$ cat config.mk
export PLATFORM = sky130hd
export DESIGN_NAME = arcade_input_ctrl_flat
export DESIGN_NICKNAME = d
export VERILOG_FILES = /design/src/rtl/arcade_input_ctrl_if.sv /design/src/rtl/arcade_input_ctrl.sv /design/src/flat_wrapper.sv
export SDC_FILE = /design/constraint.sdc
export NUM_CORES = 1
export LEC_CHECK = 0
export ABC_AREA = 1
export CAP_MARGIN = 10
export CORE_MARGIN = 1.5
export CORE_UTILIZATION = 47
export DETAILED_ROUTE_END_ITERATION = 8
export PLACE_DENSITY = 0.78
export SETUP_SLACK_MARGIN = 0.5
export SYNTH_ARGS = -nofsm -noshare
export SYNTH_HDL_FRONTEND = slang
export SYNTH_SLANG_ARGS = --single-unit
$ cat constraint.sdc
create_clock -name clk_sys -period 2.3 [get_ports clk_sys]
set_clock_uncertainty 0.2 [all_clocks]
set_input_delay 0.69 -clock clk_sys [delete_from_list [all_inputs] [get_ports clk_sys]]
set_output_delay 0.69 -clock clk_sys [all_outputs]
set_load 0.01 [all_outputs]
$ cat src/rtl/arcade_input_ctrl_if.sv
// Player-input bundle between mist_io/keyboard and the galaxian core.
// The master side drives raw inputs; the slave side returns conditioned ports.
interface arcade_input_ctrl_if;
    logic       vblank;
    logic       rotate;
    logic [9:0] kbjoy;
    logic [7:0] joystick_0;
    logic [7:0] joystick_1;
    logic [6:0] p1_csjudlr;
    logic [6:0] p2_csjudlr;
    logic       coin_busy;

    modport master (
        output vblank, rotate, kbjoy, joystick_0, joystick_1,
        input  p1_csjudlr, p2_csjudlr, coin_busy
    );

    modport slave (
        input  vblank, rotate, kbjoy, joystick_0, joystick_1,
        output p1_csjudlr, p2_csjudlr, coin_busy
    );
endinterface

$ cat src/rtl/arcade_input_ctrl.sv
// Input conditioner: merge, rotate, SOCD-clean, frame-timed coin pulses.
// Optional autofire on kbjoy[8] when ARCADE_INPUT_AUTOFIRE_EN is defined.
module arcade_input_ctrl #(
    parameter int COIN_FRAMES = 3,
    parameter int COIN_GAP    = 2,
    parameter int AF_FRAMES   = 4
) (
    input logic             clk_sys,
    input logic             reset,
    arcade_input_ctrl_if.slave io
);

    typedef enum logic [1:0] {IDLE, PULSE, GAP} coin_st_t;

    localparam logic [7:0] CF_LOAD = 8'(COIN_FRAMES);
    localparam logic [7:0] CG_LOAD = 8'(COIN_GAP);

    logic [7:0] kb_s;
    logic [4:0] j0_s, j1_s;
    logic       rot_s, coin_d;
    logic       vb_s1, vb_s2, vb_d;
    logic       frame_tick, coin_edge;
    logic [4:0] jor;
    logic       up_r, down_r, left_r, right_r;
    logic [3:0] dirs;
    logic       fire_man, fire;
    logic [5:0] p1_q, p2_q;
    logic       coin_q;
    coin_st_t   st, st_n;
    logic [7:0] cnt, cnt_n;
    logic       pend, pend_n;
    logic       unused_bits;

    // Coin history resets high so a key held through reset never counts.
    always_ff @(posedge clk_sys) begin
        if (reset) begin
            kb_s   <= 8'h08;
            coin_d <= 1'b1;
            j0_s   <= '0;
            j1_s   <= '0;
            rot_s  <= 1'b0;
            vb_s1  <= 1'b0;
            vb_s2  <= 1'b0;
            vb_d   <= 1'b0;
        end else begin
            kb_s   <= io.kbjoy[7:0];
            coin_d <= kb_s[3];
            j0_s   <= io.joystick_0[4:0];
            j1_s   <= io.joystick_1[4:0];
            rot_s  <= io.rotate;
            vb_s1  <= io.vblank;
            vb_s2  <= vb_s1;
            vb_d   <= vb_s2;
        end
    end

    assign frame_tick = vb_s2 & ~vb_d;
    assign coin_edge  = kb_s[3] & ~coin_d;
    assign jor        = j0_s | j1_s;

    always_comb begin
        if (rot_s) begin
            up_r    = kb_s[6] | jor[1];
            down_r  = kb_s[7] | jor[0];
            left_r  = kb_s[5] | jor[2];
            right_r = kb_s[4] | jor[3];
        end else begin
            up_r    = kb_s[4] | jor[3];
            down_r  = kb_s[5] | jor[2];
            left_r  = kb_s[6] | jor[1];
            right_r = kb_s[7] | jor[0];
        end
    end

    // Opposing directions cancel each other out.
    assign dirs = {up_r & ~down_r, down_r & ~up_r,
                   left_r & ~right_r, right_r & ~left_r};
    assign fire_man = kb_s[0] | jor[4];

`ifdef ARCADE_INPUT_AUTOFIRE_EN
    logic       kb8_s, kb8_d, af_phase;
    logic [7:0] af_cnt;

    always_ff @(posedge clk_sys) begin
        if (reset) begin
            kb8_s    <= 1'b0;
            kb8_d    <= 1'b0;
            af_phase <= 1'b0;
            af_cnt   <= '0;
        end else begin
            kb8_s <= io.kbjoy[8];
            kb8_d <= kb8_s;
            if (!kb8_s) begin
                af_phase <= 1'b0;
                af_cnt   <= '0;
            end else if (!kb8_d) begin
                af_phase <= 1'b1;
                af_cnt   <= 8'(AF_FRAMES);
            end else if (frame_tick) begin
                if (af_cnt <= 8'd1) begin
                    af_phase <= ~af_phase;
                    af_cnt   <= 8'(AF_FRAMES);
                end else begin
                    af_cnt <= af_cnt - 8'd1;
                end
            end
        end
    end

    assign fire        = fire_man | (kb8_s & af_phase);
    assign unused_bits = ^{io.kbjoy[9], io.joystick_0[7:5],
                           io.joystick_1[7:5]};
`else
    assign fire        = fire_man;
    assign unused_bits = ^{io.kbjoy[9:8], io.joystick_0[7:5],
                           io.joystick_1[7:5], 8'(AF_FRAMES)};
`endif

    always_ff @(posedge clk_sys) begin
        if (reset) begin
            st   <= IDLE;
            cnt  <= '0;
            pend <= 1'b0;
        end else begin
            st   <= st_n;
            cnt  <= cnt_n;
            pend <= pend_n;
        end
    end

    always_comb begin
        st_n   = st;
        cnt_n  = cnt;
        pend_n = pend;
        case (st)
            IDLE: begin
                if (coin_edge || pend) begin
                    st_n   = PULSE;
                    cnt_n  = CF_LOAD;
                    pend_n = pend & coin_edge;
                end
            end
            PULSE: begin
                if (coin_edge) pend_n = 1'b1;
                if (frame_tick) begin
                    if (cnt <= 8'd1) begin
                        st_n  = GAP;
                        cnt_n = CG_LOAD;
                    end else begin
                        cnt_n = cnt - 8'd1;
                    end
                end
            end
            GAP: begin
                if (coin_edge) pend_n = 1'b1;
                if (frame_tick) begin
                    if (cnt <= 8'd1) begin
                        st_n  = IDLE;
                        cnt_n = '0;
                    end else begin
                        cnt_n = cnt - 8'd1;
                    end
                end
            end
            default: begin
                st_n  = IDLE;
                cnt_n = '0;
            end
        endcase
    end

    always_ff @(posedge clk_sys) begin
        if (reset) begin
            p1_q   <= '0;
            p2_q   <= '0;
            coin_q <= 1'b0;
        end else begin
            p1_q   <= {kb_s[1], fire, dirs};
            p2_q   <= {kb_s[2], fire, dirs};
            coin_q <= (st == PULSE);
        end
    end

    assign io.p1_csjudlr = {coin_q, p1_q};
    assign io.p2_csjudlr = {1'b0, p2_q};
    assign io.coin_busy  = (st != IDLE);

endmodule

$ cat src/flat_wrapper.sv
// flat-port wrapper written by rule: the top's interface ports become plain ports
module arcade_input_ctrl_flat 
#(
    parameter int COIN_FRAMES = 3,
    parameter int COIN_GAP    = 2,
    parameter int AF_FRAMES   = 4
)
  (clk_sys, reset, io_vblank, io_rotate, io_kbjoy, io_joystick_0, io_joystick_1, io_p1_csjudlr, io_p2_csjudlr, io_coin_busy);
  arcade_input_ctrl_if io_i ();
  input logic clk_sys;
  input logic reset;
  input wire logic [$bits(io_i.vblank)-1:0] io_vblank;
  input wire logic [$bits(io_i.rotate)-1:0] io_rotate;
  input wire logic [$bits(io_i.kbjoy)-1:0] io_kbjoy;
  input wire logic [$bits(io_i.joystick_0)-1:0] io_joystick_0;
  input wire logic [$bits(io_i.joystick_1)-1:0] io_joystick_1;
  output wire logic [$bits(io_i.p1_csjudlr)-1:0] io_p1_csjudlr;
  output wire logic [$bits(io_i.p2_csjudlr)-1:0] io_p2_csjudlr;
  output wire logic [$bits(io_i.coin_busy)-1:0] io_coin_busy;
  assign io_i.vblank = io_vblank;
  assign io_i.rotate = io_rotate;
  assign io_i.kbjoy = io_kbjoy;
  assign io_i.joystick_0 = io_joystick_0;
  assign io_i.joystick_1 = io_joystick_1;
  assign io_p1_csjudlr = io_i.p1_csjudlr;
  assign io_p2_csjudlr = io_i.p2_csjudlr;
  assign io_coin_busy = io_i.coin_busy;
  arcade_input_ctrl #(.COIN_FRAMES(COIN_FRAMES), .COIN_GAP(COIN_GAP), .AF_FRAMES(AF_FRAMES)) u_core (.clk_sys(clk_sys), .reset(reset), .io(io_i));
endmodule
# Word level (Yosys, flattened, before mapping)
# Index checks and enable logic that the tools add are counted.
# word_totals
mem_count	0
mem_bits_rw	0
latch_bits	0
rom_bits	0
output_inout_bits	15
regBits	47
input_bits	30
elab_cells	70
# classes
div	0
multipliers	0
shifts	0
eq_ne	8
muxes	19
bitwise	19
addsub	1
order_cmp	1
reduce_logical	8
# op_table
operator	count
two-way mux 8 bit	5
one-hot mux 8 bit (3 select lines)	1
inequality test 2 x 1 -> 1 bit (second input constant)	6
two-way mux 2 bit	5
<= comparator 8 x 1 -> 1 bit (second input constant)	1
subtractor 8 x 1 -> 8 bit (second input constant)	1
bitwise AND 1 bit	7
two-way mux 1 bit	6
NOT 1 bit	6
one-hot mux 2 bit (3 select lines)	1
AND reduction 3 bit	2
bitwise OR 1 bit	5
bitwise OR 5 bit	1
AND reduction 5 bit	1
nonzero test 2 bit	2
equality test 2 x 1 -> 1 bit (second input constant)	1
equality test 2 bit (second input constant)	1
logical NOT 2 bit	1
one-hot mux 1 bit (2 select lines)	1
OR reduction 2 bit	1
logical OR 1 bit	1

# Logic depth before layout (Yosys ltp)
# depth
ltp_word	5
depth_mapped	10
mapped_depth_nobuf	10

# Least setup slack after synthesis
# OpenSTA, ideal clock, no wires.
# synth_path
kind	register -> register
startpoint	register u_core.st[1]
endpoint	register u_core.st[0]
arrival_ns	1.379
stages_incl_launch_ff	10
synth_period_minus_slack_ns	1.699
setup_time_ns	0.120
required_time_ns	1.980
slack_ns	0.601
path_cell_list	dfxtp_1 -> inv_1 -> ha_1 -> or2_1 -> nand2_2 -> nand2_4 -> inv_2 -> nand2_2 -> o21ai_0 -> a21oi_1
# synth_between
elab_chain_cells	3
# synth_lines
item	line_no	source
start, declared	arcade_input_ctrl.sv:29	coin_st_t st, st_n;
start signal, assigned	arcade_input_ctrl.sv:125	st <= st_n;
equality test 2 x 1 -> 1 bit (tied with other cells)	arcade_input_ctrl.sv:135	case (st)
inequality test 2 x 1 -> 1 bit (no source line)	n/a	
AND reduction 5 bit (no source line)	n/a	
# Several ways; a longest one is shown, not always the timed one.
# A chain may end at the register's enable or synchronous reset.

# Worst setup path after layout
# layout_path
startpoint	register u_core.st[1]
endpoint	output port io_coin_busy
# layout_between
elab_chain_cells	1
# layout_lines
item	line_no	source
nonzero test 2 bit	arcade_input_ctrl.sv:186	assign io.coin_busy = (st != IDLE);
end, declared	flat_wrapper.sv:19	output wire logic [$bits(io_i.coin_busy)-1:0] io_coin_busy;
# Every way passes these cells.

==> impl_metrics.json <==
{
  "outcome": "finished, final reports clean",
  "synthTopCellsByArea": "dfxtp_1, inv_1, nor2_1",
  "grtUsageTotal": 0.1556,
  "grt_max_degree": 22,
  "cts_buffers": 5,
  "yosysUniqueCellTypes": 24,
  "synth.net_count": 249,
  "grt.overflow.total": 0,
  "die-width_um": 63.06,
  "p_per_area_nw_per_um2": 1065,
  "setup_violations": 0,
  "tns_ns": 0,
  "gp_congestion": 0.7352,
  "wire_per_inst_um": 9.040,
  "cp-end-kind": "output pin",
  "antenna-diode-count": 0,
  "finalInstanceArea_sq_um": 2177,
  "worstPathRequired_ns": 1.41,
  "grt_pass1_wl_um": 4816,
  "synth_flop_cell": "dfxtp_1",
  "place_area_sq_um": 2051,
  "synthTopCellsByCount": "inv_1, dfxtp_1, nor2_1",
  "max_stage_delay_ns": 0.37,
  "antenna_found_initial": 0,
  "synth_seq_cells": 42,
  "portBuffers": 35,
  "crit_chain": "inv_4 -> ha_4 -> inv_4 -> buf_6",
  "route.antenna.remaining_nets": 0,
  "min_path_type": "register to register",
  "rsz0062_at_grt": "true",
  "syn2layout_area_growth_pct": 28.41,
  "netlist_area_sq_um": 1695,
  "cpMostUsedCell": "inv_4",
  "finalCriticalPeriod_ns": 1.956,
  "drv_cap": 0,
  "reg2reg_slack_ns": 0.43,
  "critPathTopFamily": "flip-flops",
  "synth.avg_cell_area_sq_um": 7.997,
  "finalWirelength_um": 2694,
  "synth_area_leader_cell": "dfxtp_1",
  "critPathBufInv": 3,
  "yosysWarnings": 0,
  "ir_drop_uv": 522.3,
  "grt_pass1_vias": 1159,
  "crit_fanout": 3,
  "via_per_inst": 4.258,
  "drt_first_pass_iters": 6,
  "cp.arrival_ns": 1.07,
  "path_clk_slew_ns": 0.12,
  "clk_path_buf_depth": 2,
  "fillers": 298,
  "drive_above_1_share": 0.2183,
  "finalHoldViolCount": 0,
  "maxSlewViolCount": 0,
  "fp.dieH_um": 63.06,
  "cts_tree": "built",
  "first_iter_violations": 36,
  "period_share": 0.8506,
  "p_leak_nw": 1.071,
  "yosysMostFrequentCell": "inv_1",
  "clkSinkCount": 42,
  "route.detailed.drc": 0,
  "clk_latency_ns": 0.35,
  "worst-setup-path-type": "register to output pin",
  "cts_root_buf": "clkbuf_4",
  "rows": 21,
  "synth_top_area_share": 0.4959,
  "die_area_sq_um": 3977,
  "htree_levels": 2,
  "ys_async_sr_fraction": 0,
  "clock.fmax_ghz": 0.5111,
  "fin_nets": 288,
  "vias": 1269,
  "hpwl_um": 1874,
  "start_kind": "register",
  "netlist_instances": 212,
  "core_sq_um": 3390,
  "synth_edf_count": 0,
  "ios": 45,
  "initial_core_util": 0.5002,
  "yosysSeqAreaShare": 0.4959,
  "cpMaxStageDelayCell": "dfxtp_2"
}
## per-stage QoR
step	std cells	power, mW	utilization	hold slack, ns	setup slack (ns)
3_5_place_dp	284	1.737	0.6050	0.1962	0.1111
4_1_cts	297	2.306	0.6438	0.2141	0.3271
2_1_floorplan	212	1.554	-	0.1883	0.6014
3_3_place_gp	284	1.718	0.6050	0.1898	0.1479
6_report	298	2.319	0.6423	0.2156	0.3436
5_1_grt	298	2.526	0.6423	0.2147	0.2788
## final timing paths
kind	start	end	cells past startpoint
worst min register to register	u_core.kb_s[1]	u_core.p1_q[5]	2
worst min-delay path	u_core.kb_s[1]	u_core.p1_q[5]	2
worst max register to register	u_core.st[0]	u_core.cnt[0]	9
worst max-delay path	u_core.st[1]	io_coin_busy	4
## cells by family (layout without fill, tap and decap cells)
logic type / count (synthesis) / after routing / share of synthesized area
flops: 42 / 42 / 0.4959
simple gates: 87 / 87 / 0.2310
compound gates: 12 / 12 / 0.04502
buf+inv: 57 / 97 / 0.1417
xor+xnor: 4 / 4 / 0.02066
other cells: 1 / 1 / 0.002212
mux: 2 / 2 / 0.01181
fa+ha+maj: 7 / 7 / 0.05166
## state kept, by name (all words and copies together), names as in the netlist
signal	cells
u_core.pend	1
u_core.rot_s	1
u_core.vb_s1	1
u_core.coin_q	1
u_core.vb_s2	1
u_core.cnt	8
u_core.j0_s	5
u_core.vb_d	1
u_core.kb_s	8
u_core.p1_q	1
u_core.j1_s	5
u_core.st	2
u_core.p2_q	6
u_core.coin_d	1
## layer usage
layer | GRT usage | wire length [um]
met5 | 0 | 0
met4 | 0.08333 | 63
met3 | 0.03929 | 152
met2 | 0.2846 | 1351
met1 | 0.1616 | 1127
## power breakdown
group          internal, mW  switching, mW  total (mW)  leakage (nW)
combinational         0.400          0.540       0.940         0.676
clock                 0.231          0.241       0.472        0.0456
sequential            0.839         0.0677       0.907         0.350
## cell type report
cell class	instances	area, sq um	share of cell area
flip-flops and latches	42	849.6	0.3902
multi-input cells	113	659.4	0.3029
repair buffers	43	346.6	0.1592
inverters	46	182.7	0.08391
well taps	46	57.56	0.02644
clock inverters	3	43.79	0.02011
clock buffers	5	37.54	0.01724
## worst reg2reg max path: cells and delay by family, from the launching register on
family	cells	cell delay [ns]
adder cells (fa/ha/maj)	1	0.23
AO/OA/AOI/OAI	1	0.11
flip-flops	1	0.36
AND/OR/NAND/NOR	5	0.61
buffers and inverters	2	0.30
## layout by cell type (no fill, tap or decap), types with 2 or more instances in the layout
cell type,count
ha_4,2
mux2i_1,2
clkdlybuf4s50_1,21
or2_2,2
buf_4,8
nor3_1,8
nand2_1,25
ha_1,5
inv_1,42
nor2_2,2
a21oi_1,6
dfxtp_1,35
nand3_1,7
o21ai_0,3
clkbuf_4,5
inv_4,4
nor2_4,2
buf_2,12
nor2_1,35
dfxtp_2,7
xor2_1,4
## what timing repair did
action	CTS	global route
hold buffers	0	0
pin swaps	5	2
setup buffers	5	1
endpoints found under the setup margin	22	15
resized for setup	74	6
(Power assumes the default switching activity.)
